### src/rtl/fb_pkg.sv
// Shared definitions for the edge pipeline frame-buffer writer: frame geometry
// defaults, the packed layout of a buffered pixel entry, and writer states.
package fb_pkg;

    localparam int FB_W      = 160;
    localparam int FB_H      = 120;
    localparam int FB_PIX    = FB_W * FB_H;
    localparam int FB_ADDR_W = 17;
    localparam int COL_W     = 24;

    // Entry layout, LSB first: colour, address, bank, last
    localparam int ENT_COL_LSB  = 0;
    localparam int ENT_ADDR_LSB = COL_W;

    function automatic int ent_bank_bit(int aw);
        return COL_W + aw;
    endfunction

    function automatic int ent_last_bit(int aw);
        return COL_W + aw + 1;
    endfunction

    function automatic int ent_width(int aw);
        return COL_W + aw + 2;
    endfunction

    localparam int FB_ENT_W = ent_width(FB_ADDR_W);

    typedef enum logic {
        WAIT_SOF = 1'b0,
        ACTIVE   = 1'b1
    } fb_state_t;

endpackage

### src/rtl/plot_fifo.sv
// Generic synchronous FIFO. DEPTH must be a power of 2 (pointers wrap
// naturally). A push into a full FIFO is taken only if a pop happens in the
// same cycle. head presents the oldest entry straight from storage.
module plot_fifo #(
    parameter int WIDTH = 8,
    parameter int DEPTH = 4
) (
    input  logic             clock,
    input  logic             resetn,
    input  logic             push,
    input  logic             pop,
    input  logic [WIDTH-1:0] din,
    output logic             full,
    output logic             empty,
    output logic [WIDTH-1:0] head
);

    localparam int AW = $clog2(DEPTH);

    logic [DEPTH-1:0][WIDTH-1:0] mem;
    logic [AW-1:0]               rd_ptr;
    logic [AW-1:0]               wr_ptr;
    logic [AW:0]                 count;
    logic                        do_push;
    logic                        do_pop;

    assign empty   = (count == '0);
    assign full    = (count == (AW+1)'(DEPTH));
    assign do_pop  = pop && !empty;
    assign do_push = push && (!full || do_pop);
    assign head    = mem[rd_ptr];

    // Storage and pointers; reset clears storage so head reads 0 when idle
    always_ff @(posedge clock or negedge resetn) begin
        if (!resetn) begin
            mem    <= '0;
            rd_ptr <= '0;
            wr_ptr <= '0;
            count  <= '0;
        end else begin
            if (do_push) begin
                mem[wr_ptr] <= din;
                wr_ptr      <= wr_ptr + 1'b1;
            end
            if (do_pop)
                rd_ptr <= rd_ptr + 1'b1;
            case ({do_push, do_pop})
                2'b10:   count <= count + 1'b1;
                2'b01:   count <= count - 1'b1;
                default: count <= count;
            endcase
        end
    end

endmodule

### src/rtl/edge_plot_fb_writer.sv
// Frame-buffer writer at the tail of the edge pipeline. Checks raster order of
// incoming plots, buffers accepted pixels and drains them into the RAM write
// port with a valid/ready handshake. Tracks completed frames and the bank the
// display reader should scan.
// Optional: DOUBLE_BUFFER_EN enables two alternating banks; without it a
// single bank is used and disp_bank stays 0.
module edge_plot_fb_writer
    import fb_pkg::*;
#(
    parameter int W          = FB_W,
    parameter int H          = FB_H,
    parameter int FIFO_DEPTH = 4,
    parameter int ADDR_W     = FB_ADDR_W
) (
    input  logic              clock,
    input  logic              resetn,
    input  logic [7:0]        x_s,
    input  logic [6:0]        y_s,
    input  logic [23:0]       colour_s,
    input  logic              plot_s,
    output logic              wr_en,
    output logic [ADDR_W-1:0] wr_addr,
    output logic [23:0]       wr_data,
    input  logic              wr_ready,
    output logic              disp_bank,
    output logic              frame_done,
    output logic [7:0]        frame_cnt,
    output logic              ovf,
    output logic              sync_err,
    input  logic              clr_err
);

    localparam int EW       = ent_width(ADDR_W);
    localparam int BANK_BIT = ent_bank_bit(ADDR_W);
    localparam int LAST_BIT = ent_last_bit(ADDR_W);

    fb_state_t         state, state_nxt;
    logic [7:0]        ex;
    logic [6:0]        ey;
    logic              wr_bank;
    logic              in_range, is_match, is_origin, is_last, x_wrap;
    logic              accept, sync_ev, ovf_ev;
    logic              pop, full, empty;
    logic [ADDR_W-1:0] pix_addr;
    logic [EW-1:0]     push_ent, head;

    assign in_range  = (32'(x_s) < W) && (32'(y_s) < H);
    assign is_match  = in_range && (x_s == ex) && (y_s == ey);
    assign is_origin = (x_s == '0) && (y_s == '0);
    assign x_wrap    = (32'(x_s) == W - 1);
    assign is_last   = x_wrap && (32'(y_s) == H - 1);

    // State register
    always_ff @(posedge clock or negedge resetn) begin
        if (!resetn) state <= WAIT_SOF;
        else         state <= state_nxt;
    end

    // Next state: (0,0) always (re)starts a frame; any other miss drops sync
    always_comb begin
        state_nxt = state;
        if (plot_s) begin
            case (state)
                WAIT_SOF: if (is_origin)               state_nxt = ACTIVE;
                default:  if (!is_match && !is_origin) state_nxt = WAIT_SOF;
            endcase
        end
    end

    // Outputs of the FSM: accept decision and sync error event
    always_comb begin
        accept  = 1'b0;
        sync_ev = 1'b0;
        if (plot_s) begin
            case (state)
                WAIT_SOF: accept = is_origin;
                default: begin
                    accept  = is_match || is_origin;
                    sync_ev = !is_match;
                end
            endcase
        end
    end

    // Expected coordinate advances from whatever was accepted, even when the
    // FIFO drops it, so an overflow never misaligns the frame
    always_ff @(posedge clock or negedge resetn) begin
        if (!resetn) begin
            ex <= '0;
            ey <= '0;
        end else if (accept) begin
            if (is_last) begin
                ex <= '0;
                ey <= '0;
            end else if (x_wrap) begin
                ex <= '0;
                ey <= y_s + 1'b1;
            end else begin
                ex <= x_s + 1'b1;
                ey <= y_s;
            end
        end
    end

`ifdef DOUBLE_BUFFER_EN
    // Write bank flips once the last pixel of a frame has been accepted
    always_ff @(posedge clock or negedge resetn) begin
        if (!resetn)                wr_bank <= 1'b0;
        else if (accept && is_last) wr_bank <= ~wr_bank;
    end
`else
    assign wr_bank = 1'b0;
`endif

    assign pix_addr = ADDR_W'(y_s) * ADDR_W'(W) + ADDR_W'(x_s)
                    + (wr_bank ? ADDR_W'(W * H) : '0);
    assign push_ent = {is_last, wr_bank, pix_addr, colour_s};
    assign pop      = !empty && wr_ready;
    assign ovf_ev   = accept && full && !pop;

    plot_fifo #(
        .WIDTH (EW),
        .DEPTH (FIFO_DEPTH)
    ) u_fifo (
        .clock  (clock),
        .resetn (resetn),
        .push   (accept),
        .pop    (pop),
        .din    (push_ent),
        .full   (full),
        .empty  (empty),
        .head   (head)
    );

    assign wr_en   = !empty;
    assign wr_addr = head[ENT_ADDR_LSB +: ADDR_W];
    assign wr_data = head[ENT_COL_LSB +: COL_W];

    // Frame completion is registered off the write of a last-tagged entry
    always_ff @(posedge clock or negedge resetn) begin
        if (!resetn) begin
            frame_done <= 1'b0;
            frame_cnt  <= '0;
            disp_bank  <= 1'b0;
        end else begin
            frame_done <= pop && head[LAST_BIT];
            if (pop && head[LAST_BIT]) begin
                frame_cnt <= frame_cnt + 1'b1;
                disp_bank <= head[BANK_BIT];
            end
        end
    end

    // Sticky error flags; a new event wins over a coincident clear
    always_ff @(posedge clock or negedge resetn) begin
        if (!resetn) begin
            ovf      <= 1'b0;
            sync_err <= 1'b0;
        end else begin
            ovf      <= (ovf & ~clr_err) | ovf_ev;
            sync_err <= (sync_err & ~clr_err) | sync_ev;
        end
    end

endmodule

### config.mk
export PLATFORM = sky130hd
export DESIGN_NAME = edge_plot_fb_writer
export DESIGN_NICKNAME = d
export VERILOG_FILES = /design/src/rtl/fb_pkg.sv /design/src/rtl/plot_fifo.sv /design/src/rtl/edge_plot_fb_writer.sv
export SDC_FILE = /design/constraint.sdc
export NUM_CORES = 1
export LEC_CHECK = 0
export CAP_MARGIN = 40
export CORE_ASPECT_RATIO = 0.75
export CORE_MARGIN = 2
export CORE_UTILIZATION = 62
export CTS_CLUSTER_DIAMETER = 50
export CTS_CLUSTER_SIZE = 40
export DETAILED_ROUTE_END_ITERATION = 12
export GPL_ROUTABILITY_DRIVEN = 1
export GPL_TIMING_DRIVEN = 0
export PLACE_DENSITY = 0.94
export SLEW_MARGIN = 20
export SYNTH_ARGS = -nofsm -noshare
export SYNTH_HDL_FRONTEND = slang
export SYNTH_HIERARCHICAL = 1
export SYNTH_SLANG_ARGS = --single-unit
### constraint.sdc
create_clock -name clock -period 7.48 [get_ports clock]
set_clock_uncertainty 0.05 [all_clocks]
set_input_delay 1.122 -clock clock [delete_from_list [all_inputs] [get_ports clock]]
set_output_delay 1.122 -clock clock [all_outputs]
set_load 0.01 [all_outputs]
# Word-level counts from Yosys, hierarchy flattened
# Cells that the tools add are included.
# Widths: inputs -> output; s select.
[totals]
in_bits = 44
ff_bits = 207
word_cells = 82
output_inout_bits = 54
[op_classes]
magnitude_cmp = 5
n_reduce_logical = 24
n_mux = 17
bitwise = 5
n_eq_ne = 7
n_mul = 1
n_addsub = 8
[ops]
columns = ["op", "n"]
rows = [
  ["$bwmux 172", 1],
  ["$bmux 43 s2", 1],
  ["$demux 43 s2", 1],
  ["$mux 43", 2],
  ["$add 15x8->16", 1],
  ["$add 8x1->8 const B", 2],
  ["$mux 8", 2],
  ["$mux 7", 2],
  ["$logic_and 1x1->1", 13],
  ["$mul 7x3->10 const B", 1],
  ["$eq 8x8->1", 1],
  ["$eq 8x8->1 const B", 1],
  ["$logic_not 8->1", 1],
  ["$lt 8x8->1 const B", 1],
  ["$add 7x1->7 const B", 1],
  ["$eq 7x7->1", 1],
  ["$eq 7x7->1 const B", 1],
  ["$logic_not 7->1", 1],
  ["$lt 7x7->1 const B", 1],
  ["$mux 1", 7],
  ["$lt 2x3->1 const B", 2],
  ["$pmux 3 s2", 1],
  ["$logic_not 1->1", 5],
  ["$add 2x1->2 const B", 2],
  ["other kinds (12)", 15],
]

# Depth between registers and ports, before layout
# Gate-level depths: netlist of run 1.
[depth]
ltp_word = 10
ltp_mapped = 11
ltp_nobuf = 10

# Modules after synthesis
# The synthesis of run 1 kept the hierarchy.
[by_module_without_submodules]
columns = ["module", "area_per_inst_um2", "n_inst", "seq_area_each_um2", "cells_each"]
rows = [
  ["plot_fifo", 7958.9, 1, 4479.3, 468],
  ["edge_plot_fb_writer", 2209.6, 1, 700.7, 220],
]

# Worst setup path before layout of run 1
# Ideal clock, no wire load.
[synth_path]
kind = "input -> register"
from = "input port y_s[4]"
to = "register u_fifo.count[1]"
slack_ps = 3500
setup_time_ps = 87
n_path_buf = 2
arrival_time_ps = 3843
path_stages = 11
required_ps = 7343
cell_sequence = "clkbuf_1 > xnor2_1 > nand4_1 > a211o_2 > o41ai_1 > clkbuf_1 > or2_2 > fa_1 > o21ba_2 > o211ai_1 > a22oi_1"
[synth_between]
elab_chain_len = 10
word_cells_on_any_way = 15
classes_between = "order compare: 1; eq/ne: 3; mux: 3; reduce/logical: 8"
[synth_lines]
columns = ["item", "line", "rtl"]
rows = [
  ["start, declared", "edge_plot_fb_writer.sv:18", "input logic [6:0] y_s,"],
  ["$lt 7x7->1", "edge_plot_fb_writer.sv:47", "assign in_range = (32'(x_s) < W) && (32'(y_s) < H);"],
  ["$logic_and 1x1->1", "edge_plot_fb_writer.sv:47", ""],
  ["$logic_and 1x1->1 (2 in a row)", "edge_plot_fb_writer.sv:48", "assign is_match = in_range && (x_s == ex) && (y_s == ey);"],
  ["$logic_or 1x1->1", "edge_plot_fb_writer.sv:78", "accept = is_match || is_origin;"],
  ["$mux 1 (*)", "edge_plot_fb_writer.sv:75", "case (state)"],
  ["$mux 1 (*)", "edge_plot_fb_writer.sv:74", "if (plot_s) begin"],
  ["net accept", "edge_plot_fb_writer.sv:42", "logic accept, sync_ev, ovf_ev;"],
  ["$logic_and 1x1->1 (*)", "plot_fifo.sv:30", "assign do_push = push && (!full || do_pop);"],
  ["$eq 2x1->1 or $eq 2x2->1 (tied branches)", "plot_fifo.sv:47", "case ({do_push, do_pop})"],
  ["$pmux 3 s2 or $reduce_bool 2->1 (tied branches)", "n/a", ""],
  ["end signal, assigned", "plot_fifo.sv:48", "2'b10: count <= count + 1'b1;"],
  ["end signal, assigned", "plot_fifo.sv:49", "2'b01: count <= count - 1'b1;"],
  ["end signal, assigned", "plot_fifo.sv:50", "default: count <= count;"],
  ["end, declared", "plot_fifo.sv:23", "logic [AW:0] count;"],
]
# Mark *: on every way through the listed nets, which the timed path passes. The rest lies on a longest branch.
# A chain may end at the register's enable or synchronous reset.

# Final worst setup path of run 1
# Same ends and word-level chain as after synthesis.

==> results of run 1 <==
## cells in the final DEF, fill, tap and decap left out, types with 3 or more instances in the layout
cell type | netlist | final
clkbuf_1 | 9 | 9
nor3_1 | 4 | 4
mux2_4 | 9 | 9
clkbuf_16 | 0 | 15
ha_1 | 22 | 22
nand2b_1 | 5 | 5
buf_1 | 3 | 3
buf_2 | 7 | 7
nand2_1 | 19 | 19
nand3_1 | 10 | 10
xor2_1 | 11 | 11
mux2_2 | 183 | 183
conb_1 | 1 | 12
nor2b_1 | 4 | 4
mux4_2 | 43 | 43
nand4_1 | 7 | 7
xnor2_1 | 30 | 30
o31ai_1 | 4 | 4
nor2_2 | 4 | 4
a21o_1 | 3 | 3
nor2_1 | 16 | 16
o21ai_0 | 8 | 8
inv_1 | 14 | 14
buf_6 | 16 | 16
fa_1 | 3 | 3
dfrtp_1 | 207 | 207
a21oi_1 | 8 | 8
clkdlybuf4s50_1 | 0 | 96
## area by class of cell
type / count / share of cell area (%)
buffer: 36 / 2.32
clock buffer: 16 / 3.22
clock inverter: 10 / 1.47
inverter: 14 / 0.435
multi-input combinational: 442 / 38.9
sequential: 207 / 42.9
tap: 210 / 2.17
timing repair buffer: 100 / 8.63
## worst max-delay path, delay by kind of cell
kind,cells,cell delay [ns]
AO/OA/AOI/OAI,5,1.26
XOR/XNOR,1,0.20
adder cells (fa/ha/maj),1,0.43
buffers and inverters,4,1.46
AND/OR/NAND/NOR,2,0.32
## stage by stage
step	setup slack [ns]	utilization [%]	hold WS (ns)
6_report	3.05	75.4	0.428
5_1_grt	2.87	75.4	0.459
4_1_cts	3.12	75.4	0.437
3_5_place_dp	2.59	71.9	0.423
3_3_place_gp	-2.50	71.5	0.410
2_1_floorplan	3.50	-	0.413
## sequential cells by signal, indices dropped and copies added, names as in the netlist, 2 cells and up
register	flops
u_fifo/mem	172
ex	8
u_fifo/rd_ptr	2
u_fifo/count	3
u_fifo/wr_ptr	2
frame_cnt	8
ey	7
## worst max path at each step
stage	endpoint	cells past startpoint	start
after floorplan	u_fifo/count[1]	11	y_s[4]
after global placement	u_fifo/mem[122]	1	resetn
after detailed placement	u_fifo/count[1]	13	y_s[4]
after CTS	u_fifo/count[1]	13	y_s[4]
after global routing	u_fifo/count[1]	13	y_s[4]
final	u_fifo/count[1]	13	y_s[4]
## cell families (layout without fill, tap and decap cells)
family,after synthesis,in the layout
AOI/OAI and AO/OA,41,41
xor gates and xnor gates,41,41
DFF,207,207
other,1,12
and+or+nand+nor,88,88
adders and majority gates,25,25
buffers and inverters,50,176
muxes,235,235
## layer usage
| layer | track usage [%] | up-vias | wire length [um] |
|---|---|---|---|
| met1 | 34.2 | 3229 | 9150 |
| met3 | 4.37 | 30 | 1110 |
| li1 | - | 2753 | - |
| met4 | 5.42 | 0 | 394 |
| met2 | 42.5 | 182 | 10700 |
| met5 | 0 | - | 0 |
## power breakdown
part / leakage, nW / switching, mW / internal [mW] / total (mW)
Clock: 0.273 / 0.457 / 0.454 / 0.911
Combinational: 2.50 / 0.276 / 0.205 / 0.481
Sequential: 2.88 / 0.0170 / 1.13 / 1.15
Total: 5.66 / 0.751 / 1.79 / 2.54
==> impl_metrics.csv, run 1 <==
group,metric,value,unit
status,status,"complete, no violations",
clocking,htree_levels,1,
run,cap_violations,0,
layout,non_filler_instances,1035,
sta,slew_at_the_pin_closest_to_its_max_slew_limit,0.702,ns
synth,yosys-top-cells-area,"dfrtp_1 51%, mux2_2 20%, mux4_2 9.5%",
synth,synth.yosys.warnings,6,
setup_path,worst-r2r-setup-slack,4.06,ns
setup_path,worst-endpoint-required,7.86,ns
synth,yosys.cell_types.count,56,
layout,filler_cell_count,908,
placed_design,placement.cell_area,11500,um2
hold_path,hp-start,"frame_cnt[7]",
setup_path,worst_path_max_delay_cell,"clkdlybuf4s50_1",
placed_design,placement.io_buffers,97,
clocking,cts_inserted_buffers,15,
power,power_per_cell_area,210,nW/um2
die,floorplan.core_area,16000,um2
layout,areaGrowthSynthToFinish,18.8,%
sta,slew_headroom,53.2,%
global_routing,first_global_vias,6618,
placed_design,post-dp-hpwl,15.1,mm
die,initial_utilization,63.5,%
sta,final-max-slew-violation-count,0,
placed_design,finalWeightedCongestion,0.866,
layout,fin_nets,885,
sta,period_minus_slack,4.43,ns
hold_path,worst_hold_path.num_cells,1,
sta,setup_tns,0,ns
power,power,2.54,mW
clocking,cts_root_buffer,"clkbuf_16",
clocking,clock_sinks,207,
power,leakage,5.66,nW
clocking,cts_setup_buffers,0,
routing,mean_routed_wirelength_per_cell,20.7,um
layout,final-seq-area,5180,um2
global_routing,overall_fraction_of_global_route_tracks_in_use,24.8,%
sta,rsz0062_at_grt,"false",
global_routing,overflow,0,
synth,synth-compound-area-share,2.92,%
layout,drive_gt1_share,36.7,%
synth,synth_top_area_share,50.9,%
layout,finalInstanceArea,12100,um2
hold_path,hold-path-endpoint,"frame_cnt[7]",
synth,synth_simple_gate_area_share,4.88,%
synth,syn-instance-count,688,
clocking,clk_transition_reported_paths,0.11,ns
synth,synth_area,10200,um2
synth,synth_top_family_by_area,"multiplexers",
setup_path,timing.critical_path.fanout_max,10,
global_routing,grt_pass1_wl,34.6,mm
setup_path,reg2reg_launch_point,"ey[1]",
sta,setup_viol,0,
routing,detail_route.vias_per_cell,5.98,
global_routing,grt_start_max_net_pins,78,
synth,yosysTopAreaCell,"dfrtp_1",
synth,ys_seq_elements,207,
die,chipWidth,152,um
routing,route.vias.total,6194,
setup_path,worst_path_arrival,4.81,ns
routing,remaining_design_rule_violation_count,0,
clocking,cts.hold.buffers_added,0,
setup_path,cpMostUsedCell,"clkbuf_1",
routing,drt_antenna_net_count,0,
setup_path,critical_path.endpoint_type,"flop",
routing,wl,21.4,mm
setup_path,worst-r2r-cell-count,11,
sta,hold_viol_final,0,
clocking,insertion_delay_to_the_later_sink_of_the_worst_skew_pair,0.51,ns
power,worst_ir_drop_vdd,191,uV
clocking,post_cts_resized,0,
setup_path,worstPathCellList,"clkdlybuf4s50_1, clkbuf_1, xnor2_1, nand4_1, a211o_2, o41ai_1, clkdlybuf4s15_2, clkbuf_1, or2_2, fa_1, o21ba_2, o211ai_1, a22oi_1",
layout,multiInputGateArea,4700,um2
setup_path,timing.critical_path.slowest_cell_delay,0.52,ns
synth,synth_mux_area_share,31.1,%
die,io_pins,98,
synth,synth-edff-count,0,
routing,firstDrtPassIters,4,
global_routing,grt_antenna_before_repair,0,
synth,yosys-top-cells-count,"207 x dfrtp_1, 183 x mux2_2, 43 x mux4_2",
clocking,cts_buffer_depth,3,
routing,detailedRoute.firstIterationViolations,424,
die,row_count,40,
sta,final.period_utilization,59.2,%
sta,achievable-frequency,0.226,GHz
setup_path,r2r_end,"u_fifo/count[1]",
placed_design,dp_cells,1009,
layout,antenna_diode_count,0,
synth,synth-adder-area-share,3.30,%
setup_path,startpoint_type,"input pin",
synth,synth-async-reset-ratio,100,%
hold_path,min-delay-path-class,"reg2reg",
synth,synthXorXnorAreaFrac,3.53,%
die,fp.dieArea,17500,um2
synth,avgSynthCellArea,14.8,um2
synth,synth.most_common_cell,"dfrtp_1",
die,chipHeight,115,um
synth,part_of_the_yosys_area_used_for_sequential_elements,50.9,%
synth,synth-main-ff-cell,"dfrtp_1",
setup_path,worst-setup-path-type,"in2reg",
clocking,tritoncts,"built",
Note: power is estimated with default switching activity, not from simulation.
==> run 2, diff against run 1 <==
--- a/config.mk
+++ b/config.mk
@@ -8,13 +8,13 @@
 export CAP_MARGIN = 40
 export CORE_ASPECT_RATIO = 0.75
 export CORE_MARGIN = 2
-export CORE_UTILIZATION = 62
+export CORE_UTILIZATION = 52
 export CTS_CLUSTER_DIAMETER = 50
 export CTS_CLUSTER_SIZE = 40
 export DETAILED_ROUTE_END_ITERATION = 12
 export GPL_ROUTABILITY_DRIVEN = 1
 export GPL_TIMING_DRIVEN = 0
-export PLACE_DENSITY = 0.94
+export PLACE_DENSITY = 0.84
 export SLEW_MARGIN = 20
 export SYNTH_ARGS = -nofsm -noshare
 export SYNTH_HDL_FRONTEND = slang
==> constraint.sdc (replaced) <==
create_clock -name clock -period 3.6 [get_ports clock]
set_clock_uncertainty 0.05 [all_clocks]
set_input_delay 0.54 -clock clock [delete_from_list [all_inputs] [get_ports clock]]
set_output_delay 0.54 -clock clock [all_outputs]
set_load 0.01 [all_outputs]
==> run 2 against run 1 <==
Flip-flop and latch count is the same. Core utilization shrank 13 points. Critical path type unchanged. Register-to-register slack lost 3.6 ns. Clock-buffer cell count grew 5. Sequential share of layout area shrank 0.15 points. Critical path depth shrank 3. Sequential power grew 110%. Die area grew 19%. Worst setup slack lost 3.0 ns. Total power grew 100%. First-iteration DRC count shrank 19%. Largest power group unchanged.
==> impl_metrics.csv, run 2 (synthesis gave the netlist of run 1 again) <==
group,metric,value,unit
die,io_pins,98,
global_routing,grt_antenna_before_repair,0,
layout,largest_register,"u_fifo/mem",
setup_path,worst-setup-path-type,"in2reg",
clocking,cts_root_buffer,"clkbuf_16",
power,worst_ir_drop_vdd,318,uV
power,power,5.21,mW
hold_path,worst_hold_path.num_cells,1,
global_routing,grt_pass1_wl,34.4,mm
setup_path,worst_path_arrival,3.82,ns
global_routing,grt_start_max_net_pins,102,
layout,layout_commonest_cell,"dfrtp_1",
layout,antenna_diode_count,0,
layout,largest_registers,"u_fifo/mem: 172 flops, ex: 8 flops, frame_cnt: 8 flops",
setup_path,critPathBufInv,3,
layout,non_filler_instances,1080,
sta,achievable-frequency,0.285,GHz
setup_path,timing.critical_path.fanout_max,14,
setup_path,worstPathCellList,"clkdlybuf4s50_1, xnor2_2, nand4_1, a211o_2, o41ai_1, buf_4, nand2_1, nor2_2, buf_6, mux2_2",
clocking,insertion_delay_to_the_later_sink_of_the_worst_skew_pair,0.48,ns
sta,final-max-slew-violation-count,0,
layout,most-common-layout-cells,"207 x dfrtp_1, 183 x mux2_2, 94 x clkdlybuf4s50_1",
clocking,clk_transition_reported_paths,0.08,ns
routing,drt_antenna_net_count,0,
routing,remaining_design_rule_violation_count,0,
power,leakage,5.68,nW
setup_path,timing.critical_path.slowest_cell_delay,0.59,ns
layout,filler_cell_count,1468,
setup_path,worst-r2r-cell-count,9,
sta,setup_tns,0,ns
setup_path,worst_path_max_delay_cell,"clkdlybuf4s50_1",
sta,rsz0062_at_grt,"false",
sta,period_minus_slack,3.51,ns
hold_path,min-delay-path-class,"reg2reg",
routing,wl,20.5,mm
setup_path,startpoint_type,"input pin",
die,chipWidth,165,um
clocking,cts_buffer_depth,3,
global_routing,overflow,0,
layout,postLayoutCoreUtil,62.9,%
setup_path,timing.critical_path.max_delay_family,"buffers and inverters",
global_routing,first_global_vias,6546,
clocking,tritoncts,"built",
sta,slew_headroom,55.1,%
run,cap_violations,0,
die,row_count,44,
layout,areaGrowthSynthToFinish,19.2,%
placed_design,finalWeightedCongestion,0.879,
clocking,clock_sinks,207,
clocking,cts_inserted_buffers,16,
layout,drive_gt1_share,36.8,%
sta,final.period_utilization,97.5,%
placed_design,post-dp-hpwl,14.1,mm
clocking,htree_levels,1,
layout,fin_nets,886,
die,chipHeight,125,um
sta,final.setup.worst_slack,0.0885,ns
sta,slew_at_the_pin_closest_to_its_max_slew_limit,0.674,ns
placed_design,dp_cells,1052,
status,status,"complete, no violations",
routing,detailedRoute.firstIterationViolations,343,
power,power_per_cell_area,429,nW/um2
routing,route.vias.total,6011,
setup_path,critical_path_depth,10,
die,fp.dieArea,20700,um2
routing,mean_routed_wirelength_per_cell,18.9,um
sta,hold_viol_final,0,
die,initial_utilization,52.8,%
routing,firstDrtPassIters,4,
die,floorplan.core_area,19300,um2
placed_design,post-place-ws,-0.676,ns
sta,setup_viol,0,
routing,detail_route.vias_per_cell,5.57,
placed_design,placement.io_buffers,97,
layout,largest_register_ff_count,172,
setup_path,critical_path.endpoint_type,"flop",
setup_path,worst-endpoint-required,3.91,ns
global_routing,overall_fraction_of_global_route_tracks_in_use,21.0,%
## run 2: cell types whose count changed in the layout (fill, tap and decap cells not counted), moves of 2 or more
| cell | before | now |
|---|---|---|
| clkbuf_16 | 15 | 17 |
| clkbuf_2 | 0 | 2 |
| clkdlybuf4s50_1 | 96 | 94 |
| clkinv_4 | 1 | 3 |
| dlymetal6s2s_1 | 0 | 2 |
| inv_16 | 2 | 0 |
## run 2: per-layer routing
layer / vias to the layer above / global-route usage [%] / wire, um
met5: - / 0 / 0
met4: 0 / 4.92 / 391
met3: 38 / 3.78 / 904
met2: 129 / 31.8 / 9360
met1: 3097 / 31.7 / 9800
li1: 2747 / - / -
## run 2: worst paths after layout
kind,slack (ns),from,endpoint
max reg2reg,0.41,ey[1],u_fifo/mem[4]
min,0.42,frame_cnt[7],frame_cnt[7]
min in group asynchronous,0.45,resetn,ex[4]
max in group asynchronous,2.25,resetn,u_fifo/mem[135]
min reg2reg,0.42,frame_cnt[7],frame_cnt[7]
max,0.09,y_s[1],u_fifo/mem[4]
## run 2: final cells by class
class	count	area, um2	area share, %
buffer	35	279	2.30
clock inverter	7	96.3	0.795
clock buffer	21	440	3.63
timing repair buffer	101	1050	8.69
sequential	207	5180	42.7
inverter	14	52.6	0.433
tap	253	317	2.61
multi-input combinational	442	4700	38.8
## run 2: repair_timing
action | CTS | global route
hold buffers | 1 | 0
resized for setup | 0 | 9
buffers inserted | 0 | 0
endpoints found under the setup margin | 1 | 161
endpoints found under the hold margin | 29 | 0
## run 2: power breakdown
| part | leakage (nW) | internal [mW] | switching, mW |
|---|---|---|---|
| combinational | 2.54 | 0.426 | 0.573 |
| clock | 0.255 | 0.965 | 0.858 |
| sequential | 2.88 | 2.35 | 0.0329 |
| total | 5.68 | 3.74 | 1.46 |
## run 2: worst reg2reg max path: stages, from the launching register on
cell     delay (ns)
dfrtp_1        0.42
xnor2_2        0.18
nand4_1        0.15
a211o_2        0.38
o41ai_1        0.50
buf_4          0.29
nand2_1        0.09
nor2_2         0.40
buf_6          0.25
mux2_2         0.36
## run 2: through the flow
step | area (um2) | hold slack [ns]
3_3_place_gp | 11500 | 0.410
4_1_cts | 12100 | 0.427
3_5_place_dp | 11600 | 0.376
5_1_grt | 12100 | 0.461
2_1_floorplan | 10200 | 0.194
6_report | 12100 | 0.418
